### src/rtl/s10000001_frame_tx.sv
// s10000001_frame_tx
//   Serial frame source for the 10000001 sequence detector. A word captured on
//   start is shifted out MSB-first on the registered line J, one bit per clock,
//   optionally followed by an idle gap of 'gap' cycles.
//   Build option: define PREAMBLE_EN to prefix every payload with the SYNC word.
module s10000001_frame_tx #(
    parameter int unsigned       WIDTH = 8,
    parameter int unsigned       GAP_W = 4,
    parameter logic [WIDTH-1:0]  SYNC  = 8'b10000001
) (
    input  logic             clk,
    input  logic             rst,
    input  logic             start,
    input  logic [WIDTH-1:0] data,
    input  logic [GAP_W-1:0] gap,
    output logic             J,
    output logic             ready,
    output logic             busy,
    output logic             done
);

    localparam int unsigned CNT_W = (WIDTH > 1) ? $clog2(WIDTH) : 1;

    typedef enum logic [1:0] {
        IDLE = 2'd0,
        PRE  = 2'd1,
        SEND = 2'd2,
        GAP  = 2'd3
    } state_t;

    state_t             state, state_n;
    logic [WIDTH-1:0]   shift, shift_n;
    logic [CNT_W-1:0]   cnt, cnt_n;
    logic [GAP_W-1:0]   gcnt, gcnt_n;
    logic               j_n;
    logic               ready_n;
    logic               done_n;

`ifdef PREAMBLE_EN
    logic [WIDTH-1:0]   pre_sh, pre_sh_n;
`else
    // SYNC only matters when the preamble is built in.
    logic               unused_sync;
    assign unused_sync = ^SYNC;
`endif

    // Next-state and next-output logic; J carries the bit for the coming cycle.
    always_comb begin
        state_n  = state;
        shift_n  = shift;
        cnt_n    = cnt;
        gcnt_n   = gcnt;
        j_n      = 1'b0;
        done_n   = 1'b0;
`ifdef PREAMBLE_EN
        pre_sh_n = pre_sh;
`endif
        case (state)
            IDLE: begin
                if (start) begin
                    gcnt_n = gap;
                    cnt_n  = CNT_W'(WIDTH - 1);
`ifdef PREAMBLE_EN
                    state_n  = PRE;
                    j_n      = SYNC[WIDTH-1];
                    pre_sh_n = SYNC << 1;
                    shift_n  = data;
`else
                    state_n  = SEND;
                    j_n      = data[WIDTH-1];
                    shift_n  = data << 1;
`endif
                end
            end

            PRE: begin
`ifdef PREAMBLE_EN
                if (cnt != '0) begin
                    j_n      = pre_sh[WIDTH-1];
                    pre_sh_n = pre_sh << 1;
                    cnt_n    = cnt - 1'b1;
                end else begin
                    // Last SYNC bit has been shown; first payload bit follows directly.
                    state_n = SEND;
                    j_n     = shift[WIDTH-1];
                    shift_n = shift << 1;
                    cnt_n   = CNT_W'(WIDTH - 1);
                end
`else
                state_n = IDLE;
`endif
            end

            SEND: begin
                // cnt is the index of the payload bit currently on J.
                if (cnt != '0) begin
                    j_n     = shift[WIDTH-1];
                    shift_n = shift << 1;
                    cnt_n   = cnt - 1'b1;
                end else begin
                    done_n  = 1'b1;
                    state_n = (gcnt != '0) ? GAP : IDLE;
                end
            end

            GAP: begin
                gcnt_n = gcnt - 1'b1;
                if (gcnt <= GAP_W'(1)) begin
                    state_n = IDLE;
                    gcnt_n  = '0;
                end
            end

            default: begin
                state_n = IDLE;
            end
        endcase
        ready_n = (state_n == IDLE);
    end

    // State, datapath and registered outputs; rst overrides everything.
    always_ff @(posedge clk) begin
        if (rst) begin
            state  <= IDLE;
            shift  <= '0;
            cnt    <= '0;
            gcnt   <= '0;
            J      <= 1'b0;
            ready  <= 1'b1;
            busy   <= 1'b0;
            done   <= 1'b0;
`ifdef PREAMBLE_EN
            pre_sh <= '0;
`endif
        end else begin
            state  <= state_n;
            shift  <= shift_n;
            cnt    <= cnt_n;
            gcnt   <= gcnt_n;
            J      <= j_n;
            ready  <= ready_n;
            busy   <= ~ready_n;
            done   <= done_n;
`ifdef PREAMBLE_EN
            pre_sh <= pre_sh_n;
`endif
        end
    end

endmodule

### config.mk
export PLATFORM = sky130hd
export DESIGN_NAME = s10000001_frame_tx
export DESIGN_NICKNAME = d
export VERILOG_FILES = /design/src/rtl/s10000001_frame_tx.sv
export SDC_FILE = /design/constraint.sdc
export NUM_CORES = 1
export LEC_CHECK = 0
export CAP_MARGIN = 20
export CORE_MARGIN = 3
export CORE_UTILIZATION = 54
export CTS_CLUSTER_DIAMETER = 40
export DETAILED_ROUTE_END_ITERATION = 8
export PLACE_DENSITY = 0.88
export REMOVE_ABC_BUFFERS = 1
export SLEW_MARGIN = 20
export SYNTH_ARGS = -nofsm -noshare
export SYNTH_HDL_FRONTEND = slang
export SYNTH_SLANG_ARGS = --single-unit
### constraint.sdc
create_clock -name clk -period 3 [get_ports clk]
set_input_delay 0.9 -clock clk [delete_from_list [all_inputs] [get_ports clk]]
set_output_delay 0.9 -clock clk [all_outputs]
set_load 0.02 [all_outputs]
==> results.py, run 1 <==
metrics = {
    "outcome": {
        "status": "finished, final reports clean",
    },
    "worst_setup_path": {
        "cp_cell_sequence": "clkdlybuf4s50_1",
        "cp-end-kind": "output port",
        "cp_max_fo": 1,
        "cpPeakStageDelay_ns": 0.60,
        "crit_slowest_cell": "clkdlybuf4s50_1",
        "worstSetupPathType": "reg2out",
        "critPathTopFamily": "buffers and inverters",
        "crit_buf_inv": 1,
        "arrival_ns": 1.23,
        "worst_ep_required_time_ns": 2.10,
        "critPathLaunchType": "register",
    },
    "routing": {
        "dr_wl_met2_um": 1033,
        "avgViaCountPerCell": 6.020,
        "ant_nets": 0,
        "routedWlPerCell_um": 14.39,
        "drc": 0,
        "drt-met1-wl_um": 1036,
        "detail_route.first_pass.iterations": 4,
        "route.met3.wl_um": 90,
        "wirelength_um": 2188,
        "drtIter0Drc": 17,
        "highest-signal-layer": "met4",
        "via_count": 915,
    },
    "global_routing": {
        "grt_util_all_layers_pct": 19.76,
        "antenna_found_initial": 0,
        "grt-ovfl-total": 0,
        "grt_pass1_vias": 868,
        "grt_max_degree": 22,
        "grt_pass1_wl_um": 3788,
    },
    "die": {
        "fp.dieArea_mm2": 0.002398,
        "core_area_mm2": 0.001612,
        "die_height_um": 48.97,
        "pin_count": 19,
        "fp.dieW_um": 48.97,
        "rows": 14,
        "start_util_pct": 61.88,
    },
    "cts": {
        "clock_sinks": 20,
        "post_cts_buffers": 0,
        "clk_pin_slew_ns": 0.12,
        "cts_resized": 0,
        "numCtsBuffers": 3,
        "cts_root_buf": "clkbuf_4",
        "clk_path_buf_depth": 2,
        "cts_hold_buf": 0,
        "cts_htree_levels": 1,
        "insertion_delay_ns": 0.30,
        "cts_tree": "built",
    },
    "job": {
        "maxCapViolations": 0,
    },
    "logic_synthesis": {
        "synth.distinct_cells": 34,
        "synthCells": 114,
        "ys_warn_count": 0,
        "synth_compound_area_share_pct": 27.35,
        "ys_seq_elements": 20,
        "synth.largest_area_cell": "dfxtp_1",
        "synth_top_area_share_pct": 40.15,
        "synth_fa_ha_area_share_pct": 6.274,
        "ys_seq_area_share_pct": 40.15,
        "synth_top_family_by_area": "compound AO/OA/AOI/OAI gates",
        "synth.area.mux_share_pct": 2.008,
        "synth.avg_cell_area_um2": 8.747,
        "synth.area.top_cells": "dfxtp_1 (40%), a311oi_1 (7.0%), ha_1 (6.3%)",
        "synth_area_um2": 997.2,
        "yosys.area_share.simple_pct": 17.82,
        "synth-xor-area-share_pct": 0,
    },
    "sta": {
        "finalCritPeriodShare_pct": 70.94,
        "slew_headroom_pct": 50.51,
        "finalSetupViolCount": 0,
        "finalHoldViolations": 0,
        "worstMarginPinSlew_ns": 0.7400,
        "rsz0062_at_grt": "no",
        "fin_crit_ns": 2.128,
        "skew_ns": 0.008405,
        "fin_tns_setup_ns": 0,
        "slew_viol_final": 0,
        "max_freq_ghz": 0.4699,
    },
    "min_path": {
        "hp-class": "reg2reg",
    },
    "layout": {
        "num-fill-cells": 125,
        "drive_gt1_share_pct": 5.469,
        "syn_to_final_growth_pct": 22.21,
        "final_cells": 152,
        "final-seq-area_um2": 400.4,
        "finalNetCount": 149,
        "multi_input_area_um2": 533.0,
        "n_antenna_cell": 0,
        "post-route-util_pct": 75.62,
    },
    "place": {
        "dp_hpwl_um": 1524,
        "place_congestion": 0.7395,
        "dp.cells": 148,
        "io_buffer_count": 18,
    },
    "pwr": {
        "peakVddDrop_v": 0.0003750,
        "leakage_nw": 0.4540,
        "powerDensity_mw_per_mm2": 603.0,
    },
}
## per-stage QoR
stage | hold WS [ns] | area, um2 | worst slack, ns | power, mW
final | 0.4891 | 1219 | 0.8718 | 0.7349
after global routing | 0.5178 | 1219 | 0.8096 | 0.7812
after CTS | 0.4913 | 1219 | 0.8605 | 0.7380
after detailed placement | 0.4696 | 1166 | 0.6510 | 0.5161
after global placement | 0.4631 | 1166 | 0.7044 | 0.5083
after floorplan | 0.4426 | 955.9 | 1.306 | 0.4500
## cells by family (layout without fill, tap and decap cells)
| kind of cell | after synthesis | count (layout) |
|---|---|---|
| buffers and inverters | 14 | 28 |
| DFF | 20 | 20 |
| and+or+nand+nor | 35 | 35 |
| adders and majority gates | 5 | 5 |
| AOI/OAI and AO/OA | 38 | 38 |
| muxes | 2 | 2 |
## Yosys cell counts (all sizes together)
cell	number
nor2b	1
o31ai	1
a211o	1
a211oi	1
a21oi	10
o311ai	2
mux2i	2
nand2b	3
a31o	1
a311oi	8
nor3	6
a221oi	1
or4	1
a32oi	1
a31oi	3
buf	4
clkbuf	4
ha	5
and2	3
o32ai	1
dfxtp	20
nor3b	1
or3b	1
a21boi	1
nor2	3
o21ai	4
nand2	15
o21ba	2
a2111oi	1
inv	6
nand3b	1
## registers in the layout, summed over array words and instances (netlist names)
name   flops
busy       1
shift      7
done       1
gcnt       4
ready      1
cnt        3
state      2
J          1
## cell usage in the layout, fill, tap and decap left out, drive strengths merged, types with 3 or more instances in the layout
master | Yosys | final
clkbuf | 4 | 3
o21ai | 4 | 4
ha | 5 | 5
inv | 6 | 6
nor3 | 6 | 6
clkdlybuf4s50 | 0 | 18
and2 | 3 | 3
a21oi | 10 | 10
a311oi | 8 | 8
nand2 | 15 | 15
nor2 | 3 | 3
a31oi | 3 | 3
nand2b | 3 | 3
dfxtp | 20 | 20
## layout make-up
cell class / count / area share [%]
multi-input combinational: 80 / 43.74
sequential: 20 / 32.85
timing repair buffer: 18 / 14.78
clock inverter: 1 / 2.464
tap: 24 / 2.464
clock buffer: 3 / 1.848
inverter: 6 / 1.848
## worst reg2reg max path, cell delays in order (launching register included)
cell	delay, ns
dfxtp_1	0.35
inv_1	0.11
ha_1	0.25
nor2_1	0.11
o31ai_1	0.52
a31oi_1	0.18
## per-layer routing
metal | global-route usage (%) | up-vias
met2 | 31.00 | 30
met1 | 25.19 | 432
met3 | 5.199 | 4
li1 | - | 449
met4 | 9.005 | 0
met5 | 0 | -
## path summary, 6_finish.rpt
path	from	to	slack [ns]	cells past startpoint
worst min-delay path	shift[4]	shift[5]	0.49	2
worst min register to register	shift[4]	shift[5]	0.49	2
worst max-delay path	busy	busy	0.87	1
worst max register to register	gcnt[1]	busy	1.34	5
## where the power goes
part | total [mW] | internal [mW] | switching (mW)
Sequential | 0.329 | 0.302 | 0.0277
Combinational | 0.185 | 0.0841 | 0.101
Clock | 0.220 | 0.135 | 0.0851
Note: power is estimated with default switching activity, not from simulation.
==> run 2: changes to the inputs <==
--- a/config.mk
+++ b/config.mk
@@ -7,10 +7,10 @@
 export LEC_CHECK = 0
 export CAP_MARGIN = 20
 export CORE_MARGIN = 3
-export CORE_UTILIZATION = 54
+export CORE_UTILIZATION = 50
 export CTS_CLUSTER_DIAMETER = 40
 export DETAILED_ROUTE_END_ITERATION = 8
-export PLACE_DENSITY = 0.88
+export PLACE_DENSITY = 0.83
 export REMOVE_ABC_BUFFERS = 1
 export SLEW_MARGIN = 20
 export SYNTH_ARGS = -nofsm -noshare
==> constraint.sdc (replaced) <==
create_clock -name clk -period 1.96 [get_ports clk]
set_input_delay 0.588 -clock clk [delete_from_list [all_inputs] [get_ports clk]]
set_output_delay 0.588 -clock clk [all_outputs]
set_load 0.02 [all_outputs]
==> run 2 against run 1 <==
  * Hold slack got worse by 0.0035 ns
  * Power rose by 41%
  * Clock skew decreased by 0.0072 ns
  * Combinational power is 64% higher
  * Final cell count increased by 4.6%
  * First-iteration DRC count stayed put
  * Routed wire length down 1.9%
==> results.py, run 2 (synthesis gave the netlist of run 1 again) <==
metrics = {
    "outcome": {
        "status": "finished, final reports clean",
    },
    "sta": {
        "finalSetupViolCount": 0,
        "finalHoldViolations": 0,
        "skew_ns": 0.001158,
        "slew_viol_final": 0,
        "fin_tns_setup_ns": 0,
        "hold_ws_ns": 0.4856,
        "worstMarginPinSlew_ns": 0.7014,
        "rsz0062_at_grt": "no",
        "fin_crit_ns": 1.817,
        "max_freq_ghz": 0.5503,
        "setup_ws_ns": 0.1429,
        "slew_headroom_pct": 52.84,
        "finalCritPeriodShare_pct": 92.71,
    },
    "worst_setup_path": {
        "critPathTopFamily": "buffers and inverters",
        "cpPeakStageDelay_ns": 0.61,
        "cp_cell_sequence": "clkdlybuf4s50_1",
        "worst_ep_required_time_ns": 1.37,
        "crit_slowest_cell": "clkdlybuf4s50_1",
        "critPathLaunchType": "register",
        "crit_buf_inv": 1,
        "arrival_ns": 1.23,
        "cp_max_fo": 1,
        "cp-end-kind": "output port",
        "worstSetupPathType": "reg2out",
    },
    "routing": {
        "detail_route.first_pass.iterations": 4,
        "wirelength_um": 2146,
        "drc": 0,
        "highest-signal-layer": "met4",
        "dr_wl_met2_um": 1038,
        "ant_nets": 0,
        "via_count": 911,
        "avgViaCountPerCell": 5.730,
        "routedWlPerCell_um": 13.50,
        "drt-met1-wl_um": 994,
        "route.met3.wl_um": 95,
        "drtIter0Drc": 17,
    },
    "cts": {
        "numCtsBuffers": 3,
        "cts_root_buf": "clkbuf_4",
        "insertion_delay_ns": 0.29,
        "clock_sinks": 20,
        "cts_resized": 0,
        "clk_path_buf_depth": 2,
        "cts_htree_levels": 1,
        "cts_tree": "built",
        "cts_hold_buf": 0,
        "post_cts_buffers": 0,
        "clk_pin_slew_ns": 0.10,
    },
    "job": {
        "maxCapViolations": 0,
    },
    "global_routing": {
        "grt_pass1_wl_um": 3574,
        "grt-ovfl-total": 0,
        "antenna_found_initial": 0,
        "grt_max_degree": 22,
        "grt_util_all_layers_pct": 18.50,
        "grt_pass1_vias": 868,
    },
    "layout": {
        "finalNetCount": 155,
        "final_cells": 159,
        "mostFrequentLayoutCells": "dfxtp_1 (20), clkdlybuf4s50_1 (18), nand2_1 (15)",
        "largest-register": "shift",
        "final-seq-area_um2": 400.4,
        "n_antenna_cell": 0,
        "drive_gt1_share_pct": 9.701,
        "syn_to_final_growth_pct": 25.22,
        "fin_area_mm2": 0.001249,
        "largest_reg_flops": 7,
        "final_common_cell": "dfxtp_1",
        "num-fill-cells": 151,
        "post-route-util_pct": 69.31,
        "biggestRegsByFlops": "shift: 7 flops, gcnt: 4 flops, cnt: 3 flops",
        "multi_input_area_um2": 533.0,
    },
    "die": {
        "fp.dieArea_mm2": 0.002566,
        "rows": 15,
        "pin_count": 19,
        "fp.dieW_um": 50.66,
        "start_util_pct": 55.35,
        "die_height_um": 50.66,
        "core_area_mm2": 0.001802,
    },
    "pwr": {
        "leakage_nw": 0.4755,
        "powerDensity_mw_per_mm2": 829.2,
        "power.total_mw": 1.035,
        "peakVddDrop_v": 0.0006716,
    },
    "place": {
        "dp.cells": 155,
        "io_buffer_count": 18,
        "placed_area_mm2": 0.001212,
        "place_congestion": 0.8555,
        "dp_hpwl_um": 1644,
        "place_ws_ns": -0.0004312,
    },
    "min_path": {
        "hp-class": "reg2reg",
    },
}
==> run 2: cell count changes in the layout (fill, tap and decap cells not counted), sizes merged <==
| cell | before | now |
|---|---|---|
| buf | 0 | 6 |
| bufinv | 1 | 0 |
| clkbuf | 3 | 4 |
==> run 2: worst min-delay path, delay by kind of cell, from the launching register on <==
family | cells | cell delay, ns
DFF | 1 | 0.33
AOI/OAI and AO/OA | 1 | 0.07
and+or+nand+nor | 1 | 0.05
==> run 2: metal layers <==
layer,track usage (%),vias up
li1,-,462
met1,23.13,426
met5,0,-
met4,6.278,0
met3,6.528,2
met2,29.35,21
==> run 2: final timing paths <==
kind	start	to	slack (ns)	cells after the start
hold reg to reg	shift[5]	shift[6]	0.49	2
setup reg to reg	gcnt[1]	busy	0.28	5
setup / recovery	busy	busy	0.14	1
hold / removal	shift[5]	shift[6]	0.49	2
==> run 2: final cells by class <==
class	count	share of cell area (%)
clock buffers	4	2.906
well taps	25	2.505
multi-input cells	80	42.69
repair buffers	24	18.04
inverters	6	1.804
flip-flops and latches	20	32.06
==> run 2: where the power goes <==
part | internal [mW] | switching, mW
logic | 0.146 | 0.157
clock network | 0.113 | 0.115
registers | 0.461 | 0.0423
total | 0.721 | 0.315
==> run 3: changes to the inputs <==
--- a/config.mk
+++ b/config.mk
@@ -5,11 +5,10 @@
 export SDC_FILE = /design/constraint.sdc
 export NUM_CORES = 1
 export LEC_CHECK = 0
-export CAP_MARGIN = 20
-export CORE_MARGIN = 3
 export CORE_UTILIZATION = 50
 export CTS_CLUSTER_DIAMETER = 40
 export DETAILED_ROUTE_END_ITERATION = 8
+export MAX_ROUTING_LAYER = met4
 export PLACE_DENSITY = 0.83
 export REMOVE_ABC_BUFFERS = 1
 export SLEW_MARGIN = 20
==> run 3 against run 2 <==
  * Design area decreased by 1.2%
  * Final cell count is 1.3% lower
  * Die area down 15%
  * Critical path depth stayed put
  * Flip-flop and latch count is the same
  * Combinational power fell by 3%
  * Hold slack gained 0.0038 ns
  * Largest cell class unchanged
==> results.py, run 3 (synthesis gave the netlist of run 1 again) <==
metrics = {
    "sta": {
        "finalHoldViolations": 0,
        "worstMarginPinSlew_ns": 0.6225,
        "fin_crit_ns": 1.812,
        "finalCritPeriodShare_pct": 92.46,
        "skew_ns": 0.002739,
        "max_freq_ghz": 0.5518,
        "fin_tns_setup_ns": 0,
        "setup_ws_ns": 0.1478,
        "rsz0062_at_grt": "no",
        "slew_headroom_pct": 58.42,
        "slew_viol_final": 0,
        "finalSetupViolCount": 0,
        "hold_ws_ns": 0.4894,
    },
    "global_routing": {
        "grt_pass1_vias": 802,
        "grt-ovfl-total": 0,
        "grt_util_all_layers_pct": 23.25,
        "grt_max_degree": 22,
        "met1_usage_pct": 29.79,
        "grt-busiest-layer": "met2",
        "grt_use_met3_pct": 5.882,
        "grtUsageMet2_pct": 36.67,
        "antenna_found_initial": 0,
        "grt_pass1_wl_um": 3512,
    },
    "min_path": {
        "hp-class": "reg2reg",
    },
    "worst_setup_path": {
        "crit_buf_inv": 1,
        "crit_slowest_cell": "clkdlybuf4s50_1",
        "critPathTopFamily": "buffers and inverters",
        "arrival_ns": 1.22,
        "cp_cell_sequence": "clkdlybuf4s50_1",
        "cp_max_fo": 1,
        "cp-end-kind": "output port",
        "cpPeakStageDelay_ns": 0.60,
        "critPathLaunchType": "register",
        "worstSetupPathType": "reg2out",
        "worst_ep_required_time_ns": 1.37,
    },
    "die": {
        "fp.dieArea_mm2": 0.002177,
        "pin_count": 19,
        "fp.dieW_um": 46.66,
        "core_area_mm2": 0.001802,
        "die_height_um": 46.66,
        "start_util_pct": 55.35,
        "rows": 15,
    },
    "layout": {
        "finalNetCount": 153,
        "final_common_cell": "dfxtp_1",
        "final_cells": 157,
        "post-route-util_pct": 68.47,
        "largest_reg_flops": 7,
        "biggestRegsByFlops": "shift: 7 flops, gcnt: 4 flops, cnt: 3 flops",
        "n_antenna_cell": 0,
        "drive_gt1_share_pct": 8.333,
        "mostFrequentLayoutCells": "dfxtp_1 (20), clkdlybuf4s50_1 (18), nand2_1 (15)",
        "syn_to_final_growth_pct": 23.71,
        "largest-register": "shift",
    },
    "cts": {
        "cts_hold_buf": 0,
        "clk_path_buf_depth": 2,
        "cts_root_buf": "clkbuf_4",
        "clk_pin_slew_ns": 0.11,
        "cts_resized": 0,
        "cts_htree_levels": 1,
        "cts_tree": "built",
        "insertion_delay_ns": 0.30,
        "post_cts_buffers": 0,
        "clock_sinks": 20,
        "numCtsBuffers": 3,
    },
    "routing": {
        "drc": 0,
        "avgViaCountPerCell": 5.809,
        "ant_nets": 0,
        "wirelength_um": 2064,
        "routedWlPerCell_um": 13.15,
        "drtIter0Drc": 19,
        "via_count": 912,
        "detail_route.first_pass.iterations": 4,
    },
    "pwr": {
        "leakage_nw": 0.4658,
        "peakVddDrop_v": 0.0006093,
        "powerDensity_mw_per_mm2": 840.7,
    },
    "place": {
        "dp.cells": 153,
        "dp_hpwl_um": 1559,
        "place_ws_ns": -0.05234,
        "io_buffer_count": 18,
        "place_congestion": 0.7620,
    },
    "job": {
        "maxCapViolations": 0,
    },
    "outcome": {
        "status": "finished, final reports clean",
    },
}
-- run 3: cell type report --
cell class,instances,area [um2]
flip-flops and latches,20,400.4
well taps,25,31.28
repair buffers,22,210.2
multi-input cells,80,533.0
inverters,6,22.52
clock buffers,4,36.28
fillers,158,568.0
-- run 3: power breakdown --
group / switching (mW) / internal (mW) / total [mW]
Sequential: 0.0415 / 0.462 / 0.503
Combinational: 0.153 / 0.139 / 0.293
Clock: 0.128 / 0.113 / 0.241
-- run 3: final timing paths --
path / startpoint / endpoint / slack [ns] / cells after the start
setup reg to reg: gcnt[1] / state[1] / 0.38 / 5
setup / recovery: ready / ready / 0.15 / 1
hold reg to reg: shift[4] / shift[5] / 0.49 / 2
hold / removal: shift[4] / shift[5] / 0.49 / 2
-- run 3: worst register-to-register path, stage by stage (launching register included) --
cell and delay (ns):
dfxtp_1 0.35, inv_1 0.11, ha_1 0.23, nor2_1 0.09
o31ai_1 0.49, a31oi_1 0.17
-- run 3: per-layer routing --
metal  up-vias  part of all wire [%]  wire, um
met4         0                  0.68        14
li1        458                     -         -
met2        27                    48       991
met3         2                   4.3        88
met1       425                    47       969
met5         -                     0         0
-- run 3: metrics by stage --
| step | cell area, um2 | power [mW] |
|---|---|---|
| floorplan | 955.9 | 0.6887 |
| global placement | 1197 | 0.7919 |
| detailed placement | 1197 | 0.8042 |
| CTS | 1234 | 1.040 |
| global route | 1234 | 1.100 |
| finish | 1234 | 1.037 |
